--- src/rtl/seq_mul_div.sv ---
// Sequential 32x32 signed multiplier (radix-2 Booth) and signed divider (restoring).
// One iteration per clock; 32 iterations per operation, results held until the next completion.
module seq_mul_div (
    input  logic        clock,
    input  logic        clear,
    input  logic        start,
    input  logic        op,
    input  logic [31:0] a,
    input  logic [31:0] b,
    output logic        busy,
    output logic        done,
    output logic [31:0] z_high,
    output logic [31:0] z_low,
    output logic        div_by_zero
);

    localparam int unsigned W  = 32;
    localparam int unsigned CW = 6;
    localparam logic [CW-1:0] LAST_ITER = CW'(W - 1);

    typedef enum logic [1:0] {
        IDLE = 2'd0,
        RUN  = 2'd1,
        DONE = 2'd2
    } state_t;

    state_t        state, state_d;
    logic [CW-1:0] cnt, cnt_d;
    logic          op_q, op_q_d;
    logic          a_neg, a_neg_d;
    logic          b_neg, b_neg_d;
    logic          dbz_pend, dbz_pend_d;
    logic [W:0]    acc_hi, acc_hi_d;
    logic [W-1:0]  acc_lo, acc_lo_d;
    logic          q_m1, q_m1_d;
    logic [W:0]    m, m_d;
    logic [W-1:0]  z_high_d, z_low_d;
    logic          dbz_d;

    logic [W-1:0]  a_mag, b_mag;
    logic [W:0]    hi_step;
    logic [W-1:0]  lo_step;
    logic          qm1_step;
    logic [W:0]    booth_sum;
    logic [W:0]    shifted_rem;
    logic [W-1:0]  quot_mag, rem_mag;

    assign a_mag = a[W-1] ? (W'(0) - a) : a;
    assign b_mag = b[W-1] ? (W'(0) - b) : b;

    // One iteration: Booth add/sub + arithmetic shift, or restoring shift/subtract.
    always_comb begin
        booth_sum   = acc_hi;
        shifted_rem = {acc_hi[W-1:0], acc_lo[W-1]};
        hi_step     = acc_hi;
        lo_step     = acc_lo;
        qm1_step    = q_m1;
        if (!op_q) begin
            case ({acc_lo[0], q_m1})
                2'b01:   booth_sum = acc_hi + m;
                2'b10:   booth_sum = acc_hi - m;
                default: booth_sum = acc_hi;
            endcase
            hi_step  = {booth_sum[W], booth_sum[W:1]};
            lo_step  = {booth_sum[0], acc_lo[W-1:1]};
            qm1_step = acc_lo[0];
        end else begin
            if (shifted_rem >= m) begin
                hi_step = shifted_rem - m;
                lo_step = {acc_lo[W-2:0], 1'b1};
            end else begin
                hi_step = shifted_rem;
                lo_step = {acc_lo[W-2:0], 1'b0};
            end
        end
    end

    assign quot_mag = lo_step;
    assign rem_mag  = hi_step[W-1:0];

    // Next-state and next-register logic.
    always_comb begin
        state_d    = state;
        cnt_d      = cnt;
        op_q_d     = op_q;
        a_neg_d    = a_neg;
        b_neg_d    = b_neg;
        dbz_pend_d = dbz_pend;
        acc_hi_d   = acc_hi;
        acc_lo_d   = acc_lo;
        q_m1_d     = q_m1;
        m_d        = m;
        z_high_d   = z_high;
        z_low_d    = z_low;
        dbz_d      = div_by_zero;

        case (state)
            IDLE: begin
                if (start) begin
                    state_d  = RUN;
                    cnt_d    = '0;
                    op_q_d   = op;
                    a_neg_d  = a[W-1];
                    b_neg_d  = b[W-1];
                    acc_hi_d = '0;
                    q_m1_d   = 1'b0;
                    if (op) begin
                        dbz_pend_d = (b == '0);
                        acc_lo_d   = (b == '0) ? a : a_mag;
                        m_d        = {1'b0, b_mag};
                    end else begin
                        dbz_pend_d = 1'b0;
                        acc_lo_d   = a;
                        m_d        = {b[W-1], b};
                    end
                end
            end
            RUN: begin
                if (dbz_pend) begin
                    // Zero divisor: no iterations, report the dividend as remainder.
                    state_d  = DONE;
                    z_low_d  = '1;
                    z_high_d = acc_lo;
                    dbz_d    = 1'b1;
                end else begin
                    acc_hi_d = hi_step;
                    acc_lo_d = lo_step;
                    q_m1_d   = qm1_step;
                    cnt_d    = cnt + CW'(1);
                    if (cnt == LAST_ITER) begin
                        state_d = DONE;
                        dbz_d   = 1'b0;
                        if (!op_q) begin
                            z_high_d = hi_step[W-1:0];
                            z_low_d  = lo_step;
                        end else begin
                            z_low_d  = (a_neg ^ b_neg) ? (W'(0) - quot_mag) : quot_mag;
                            z_high_d = a_neg ? (W'(0) - rem_mag) : rem_mag;
                        end
                    end
                end
            end
            DONE:    state_d = IDLE;
            default: state_d = IDLE;
        endcase
    end

    always_ff @(posedge clock) begin
        if (clear) begin
            state       <= IDLE;
            cnt         <= '0;
            op_q        <= 1'b0;
            a_neg       <= 1'b0;
            b_neg       <= 1'b0;
            dbz_pend    <= 1'b0;
            acc_hi      <= '0;
            acc_lo      <= '0;
            q_m1        <= 1'b0;
            m           <= '0;
            z_high      <= '0;
            z_low       <= '0;
            div_by_zero <= 1'b0;
            busy        <= 1'b0;
            done        <= 1'b0;
        end else begin
            state       <= state_d;
            cnt         <= cnt_d;
            op_q        <= op_q_d;
            a_neg       <= a_neg_d;
            b_neg       <= b_neg_d;
            dbz_pend    <= dbz_pend_d;
            acc_hi      <= acc_hi_d;
            acc_lo      <= acc_lo_d;
            q_m1        <= q_m1_d;
            m           <= m_d;
            z_high      <= z_high_d;
            z_low       <= z_low_d;
            div_by_zero <= dbz_d;
            busy        <= (state_d == RUN);
            done        <= (state_d == DONE);
        end
    end

endmodule
--- config.mk ---
export PLATFORM = sky130hd
export DESIGN_NAME = seq_mul_div
export DESIGN_NICKNAME = d
export VERILOG_FILES = /design/src/rtl/seq_mul_div.sv
export SDC_FILE = /design/constraint.sdc
export NUM_CORES = 1
export LEC_CHECK = 0
export CAP_MARGIN = 10
export CORE_UTILIZATION = 53
export CTS_CLUSTER_DIAMETER = 120
export DETAILED_ROUTE_END_ITERATION = 8
export PLACE_DENSITY = 0.74
export SLEW_MARGIN = 0
export SYNTH_ARGS = -nofsm -noshare
export SYNTH_HDL_FRONTEND = slang
export SYNTH_SLANG_ARGS = --single-unit
--- constraint.sdc ---
create_clock -name clock -period 16.24 [get_ports clock]
set_clock_uncertainty 0.15 [all_clocks]
set_input_delay 3.248 -clock clock [delete_from_list [all_inputs] [get_ports clock]]
set_output_delay 3.248 -clock clock [all_outputs]
set_load 0.03 [all_outputs]
### Word-level counts from Yosys, hierarchy flattened

Cells that the tools add are included.

| storage, ports and cells | value |
|---|---|
| bits in latches | 0 |
| memories kept | 0 |
| input port bits | 68 |
| logic and storage cells | 80 |
| output and inout port bits | 67 |
| register bits | 178 |
| memory bits (read-only) | 0 |
| RAM bits | 0 |

| operators by class | value |
|---|---|
| equal/unequal tests | 9 |
| multiply operators | 0 |
| magnitude comparators | 1 |
| shift operators | 0 |
| mux-type cells | 38 |
| add/subtract/negate cells | 8 |
| divide/modulo/power cells | 0 |
| bitwise logic cells | 1 |
| reductions and logical operators | 8 |

Operator list:

| cell | number |
|---|---|
| $mux W32 | 15 |
| $mux W33 | 5 |
| $pmux W33 S2 | 2 |
| $sub A1 B32 Y32 const A | 4 |
| $sub A33 B33 Y33 | 2 |
| $pmux W32 S2 | 1 |
| $add A33 B33 Y33 | 1 |
| $ge A33 B33 Y1 | 1 |
| $logic_not A32 Y1 | 1 |
| $mux W6 | 2 |
| $pmux W6 S2 | 1 |
| $mux W1 | 7 |
| $add A6 B1 Y6 const B | 1 |
| $eq A2 B1 Y1 const B | 3 |
| $eq A6 B5 Y1 const B | 1 |
| $mux W2 | 3 |
| $ne A2 B2 Y1 const B | 3 |
| $eq A2 B2 Y1 const B | 2 |
| $pmux W2 S2 | 1 |
| $reduce_and A2 Y1 | 2 |
| $reduce_and A4 Y1 | 1 |
| $reduce_bool A2 Y1 | 2 |
| $reduce_and A3 Y1 | 1 |
| $logic_not A2 Y1 | 1 |
| 2 further kinds | 2 |

### Depth between registers and ports, before layout

| depth | value |
|---|---|
| word-level depth | 8 |
| depth in mapped cells | 22 |
| gate-level depth less buffers | 21 |

### Worst setup path after synthesis

No wires, ideal clock.

| path | value |
|---|---|
| path type | input port to flip-flop |
| start point | input a[8] |
| end point | register acc_lo[29] |
| library setup time | 0.132 ns |
| required time | 15.958 ns |
| path buffers | 0 |
| stages | 11 |
| arrival | 6.154 ns |
| slack | 9.804 ns |
| path through | or4_1 -> or3_1 -> nor4_2 -> nand2b_1 -> or3_1 -> or4_1 -> or3_1 -> o31ai_1 -> xnor2_1 -> o211ai_1 -> a21oi_1 |

| on the way | value |
|---|---|
| longest elaborated chain between the ends | 6 |

RTL lines:

| what | line | text |
|---|---|---|
| start: declaration | 8 | `input logic [31:0] a,` |
| $sub A1 B32 Y32 | 48 | `assign a_mag = a[W-1] ? (W'(0) - a) : a;` |
| $mux W32 | 48 |  |
| $mux W32 | 109 | `acc_lo_d = (b == '0) ? a : a_mag;` |
| $mux W32 | 107 | `if (op) begin` |
| $mux W32 | 99 | `if (start) begin` |
| $pmux W32 S2 | 97 | `case (state)` |
| end signal: assignment | 173 | `acc_lo <= acc_lo_d;` |
| end: declaration | 34 | `logic [W-1:0] acc_lo, acc_lo_d;` |

No other way between the ends. The select of a mux whose other input is x is not followed.
A chain may end at the register's enable or synchronous reset.

### Worst setup path after layout

| path | value |
|---|---|
| start point | input b[0] |
| end point | register acc_lo[24] |

| on the way | value |
|---|---|
| longest elaborated chain between the ends | 5 |

RTL lines:

| what | line | text |
|---|---|---|
| start: declaration | 9 | `input logic [31:0] b,` |
| $logic_not A32 Y1 | 109 |  |
| $mux W32 | 109 |  |
| $mux W32 | 107 |  |
| $mux W32 | 99 |  |
| $pmux W32 S2 | 97 |  |

No other way between the ends. The select of a mux whose other input is x is not followed.

==> results.cfg <==
[synthesis]
synth_flop_cell = dfxtp_1
syn_area_per_cell_um2 = 7.176
yosysTopAreaCell = dfxtp_1
synth.net_count = 2409
synth_area_leaders = dfxtp_1 22%, a21oi_1 7.0%, nor2_1 6.3%
synth_edf_count = 0
yosysWarnings = 0
synth_area_um2 = 16270
synth_seq_area_share_pct = 21.90
synthDominantCellAreaShare_pct = 21.90
ys_ff_latch = 178
syn_inst = 2267
ys_types = 107
async_flop_share_pct = 0

[critical_path]
crit_arrival_ns = 7.17
cp.buffers_inverters = 2
critPathKind = input pin to register
critPathRequiredTime_ns = 16.42
crit_chain = clkdlybuf4s50_1 > inv_1 > ha_1 > or3b_2 > nor4_1 > and4_1 > nand2_1 > nor3_1 > nand2_1 > and3_1 > o31ai_1 > xor2_1 > a211oi_1 > a21oi_1 > nor2_1
cp_top_family = simple AND/OR/NAND/NOR gates
critical_path_peak_fanout = 28
start_kind = input pin
cp-end-kind = register
critical_path.max_stage_delay_ns = 0.58
slowest_stage = and3_1
crit_top_cell = nand2_1

[clock_network]
holdBufCountCts = 0
cts_resized = 0
clock-root-buffer = clkbuf_16
cts_max_level = 4
clockBufferDepth = 2
cts_tree = done
cts_sinks = 178
clk_pin_slew_ns = 0.09
post_cts_buffers = 0
numCtsBuffers = 17
insertion_delay_ns = 0.47

[place]
dpl.hpwl_um = 47050
placedCellCount = 2662
routabilityCongestion = 1.043
io_buffers = 134
place_area_um2 = 17680

[floorplan]
core_area_um2 = 29950
die_area_um2 = 31400
die_w_um = 177.2
rows = 63
io_pins = 135
die_y_um = 177.2
initial_core_util_pct = 54.31

[detailed_routing]
wl_um = 61560
via_per_inst = 6.719
wl_per_cell_um = 22.85
route.vias.total = 18100
dr.first_iter.drc_count = 2235
drc = 0
drt.antenna.violating_nets = 0
first_pass_iters = 9

[global_routing]
grt_first_pass_wirelength_um = 94030
grt_pass1_vias = 16030
overflow = 0
grt_max_degree = 103
grtUsageTotal_pct = 38.90
grt_antenna_before_repair = 0

[timing]
fin_crit_sh_pct = 43.04
period_needed_ns = 6.990
setup-violations-final = 0
clock.fmax_ghz = 0.1431
grt_setup_unrepaired = false
hold_violations = 0
tns_ns = 0
fin_hold_ws_ns = 0.3215
relSlewSlack_pct = 16.24
tightest_slew_ns = 1.252
drv_slew = 0

[finish]
nets = 2433
post-route-cell-area_um2 = 18270
drive_gt1_share_pct = 5.816
antenna_cells = 0
stdcell_count = 2694
areaGrowthSynthToFinish_pct = 12.31

[hold_path]
hold_class = register to register

[power_and_ir_drop]
ir_worst_vdd_mv = 0.08101
power_density_nw_per_um2 = 91.34
leakagePower_nw = 6.583

[run_status]
outcome = complete, no violations

[flow_run]
maxCapViolCount = 0
## metrics by stage
step | utilization (%) | setup slack (ns) | total power [mW]
after floorplan | - | 9.804 | 1.015
after global placement | 59.01 | 8.963 | 1.220
after detailed placement | 59.01 | 8.855 | 1.228
after CTS | 60.99 | 9.287 | 1.646
after global routing | 60.99 | 8.845 | 1.744
final | 60.99 | 9.250 | 1.669
## final timing paths
| path | start | endpoint | slack, ns | depth (start not counted) |
|---|---|---|---|---|
| setup / recovery | b[0] | acc_lo[24]$_SDFFE_PP0P_ | 9.25 | 15 |
| hold / removal | z_high[0]$_SDFFE_PP0P_ | z_high[0]$_SDFFE_PP0P_ | 0.32 | 2 |
| setup reg to reg | m[2]$_SDFFE_PP0P_ | z_high[31]$_SDFFE_PP0P_ | 9.42 | 19 |
| hold reg to reg | z_high[0]$_SDFFE_PP0P_ | z_high[0]$_SDFFE_PP0P_ | 0.32 | 2 |
## cells in the mapped netlist, types with 35 or more instances
master / count
nor3_1: 72
a31oi_1: 41
dfxtp_1: 178
a21oi_1: 227
nor2_1: 271
o21ai_0: 127
xnor2_1: 96
xor2_1: 72
or3_1: 35
inv_1: 77
nand3_1: 39
o211ai_1: 46
ha_1: 72
clkbuf_1: 118
a211oi_1: 77
nand2_1: 227
## power by group
part	total [mW]	internal (mW)	leakage, nW	switching (mW)
registers	0.501	0.457	1.45	0.0436
logic	0.746	0.256	4.85	0.490
clock network	0.422	0.206	0.286	0.215
## metal layers
layer  wire length [µm]  part of all wire, %  global-route usage (%)  up-vias
met5                  0                    0                       0        -
met4               2102                  3.4                   14.98        0
met3               6825                   11                   7.131      116
met2              25540                   41                   55.45     1058
met1              27100                   44                   56.98     8539
li1                   -                    -                       -     8387
## sequential cells by signal (all words and copies together) (netlist names)
signal,cells
div_by_zero,1
acc_lo,32
busy,1
op_q,1
b_neg,1
acc_hi,33
dbz_pend,1
q_m1,1
cnt,6
a_neg,1
m,33
state,2
done,1
z_high,32
z_low,32
## worst register-to-register path, delay by kind of cell, from the launching register on
family	cells	cell delay (ns)
AOI/OAI and AO/OA	9	3.10
xor gates and xnor gates	2	0.63
adders and majority gates	1	0.36
DFF	1	0.36
and+or+nand+nor	7	2.14
## placed cells by master, fill, tap and decap left out, types with 16 or more instances in the layout
master           synthesis  layout
nor2_1                 271     268
nand2_1                227     227
a21oi_1                227     227
dfxtp_1                178     177
clkdlybuf4s50_1          0     133
o21ai_0                127     127
xnor2_1                 96      96
a211oi_1                77      77
inv_1                   77      76
nor3_1                  72      72
xor2_1                  72      72
ha_1                    72      72
o211ai_1                46      46
a31oi_1                 41      41
nand3_1                 39      39
or3_1                   35      35
mux2i_1                 34      34
nand4_1                 30      30
o31ai_1                 24      24
a22oi_1                 23      23
buf_4                    1      22
nor4_1                  19      19
and3_1                  18      18
a21o_1                  17      17
clkbuf_16                0      17
nor2b_1                 17      16
a311oi_1                16      16
## final cells by class
type | instances | area [µm²]
clock buffers | 17 | 425.4
clock inverters | 15 | 167.7
fillers | 2862 | 11680
inverters | 79 | 296.5
multi-input cells | 1859 | 11820
flip-flops and latches | 178 | 3567
well taps | 390 | 488.0
repair buffers | 156 | 1508
## cells by family after synthesis
kind of cell	count (synthesis)	share of synthesized area [%]
AOI/OAI and AO/OA	757	31.01
xor gates and xnor gates	168	9.045
adders and majority gates	74	5.784
buffers and inverters	230	5.607
DFF	178	21.90
muxes	41	2.577
and+or+nand+nor	819	24.07
No activity file was read; power rests on OpenSTA's default activity.
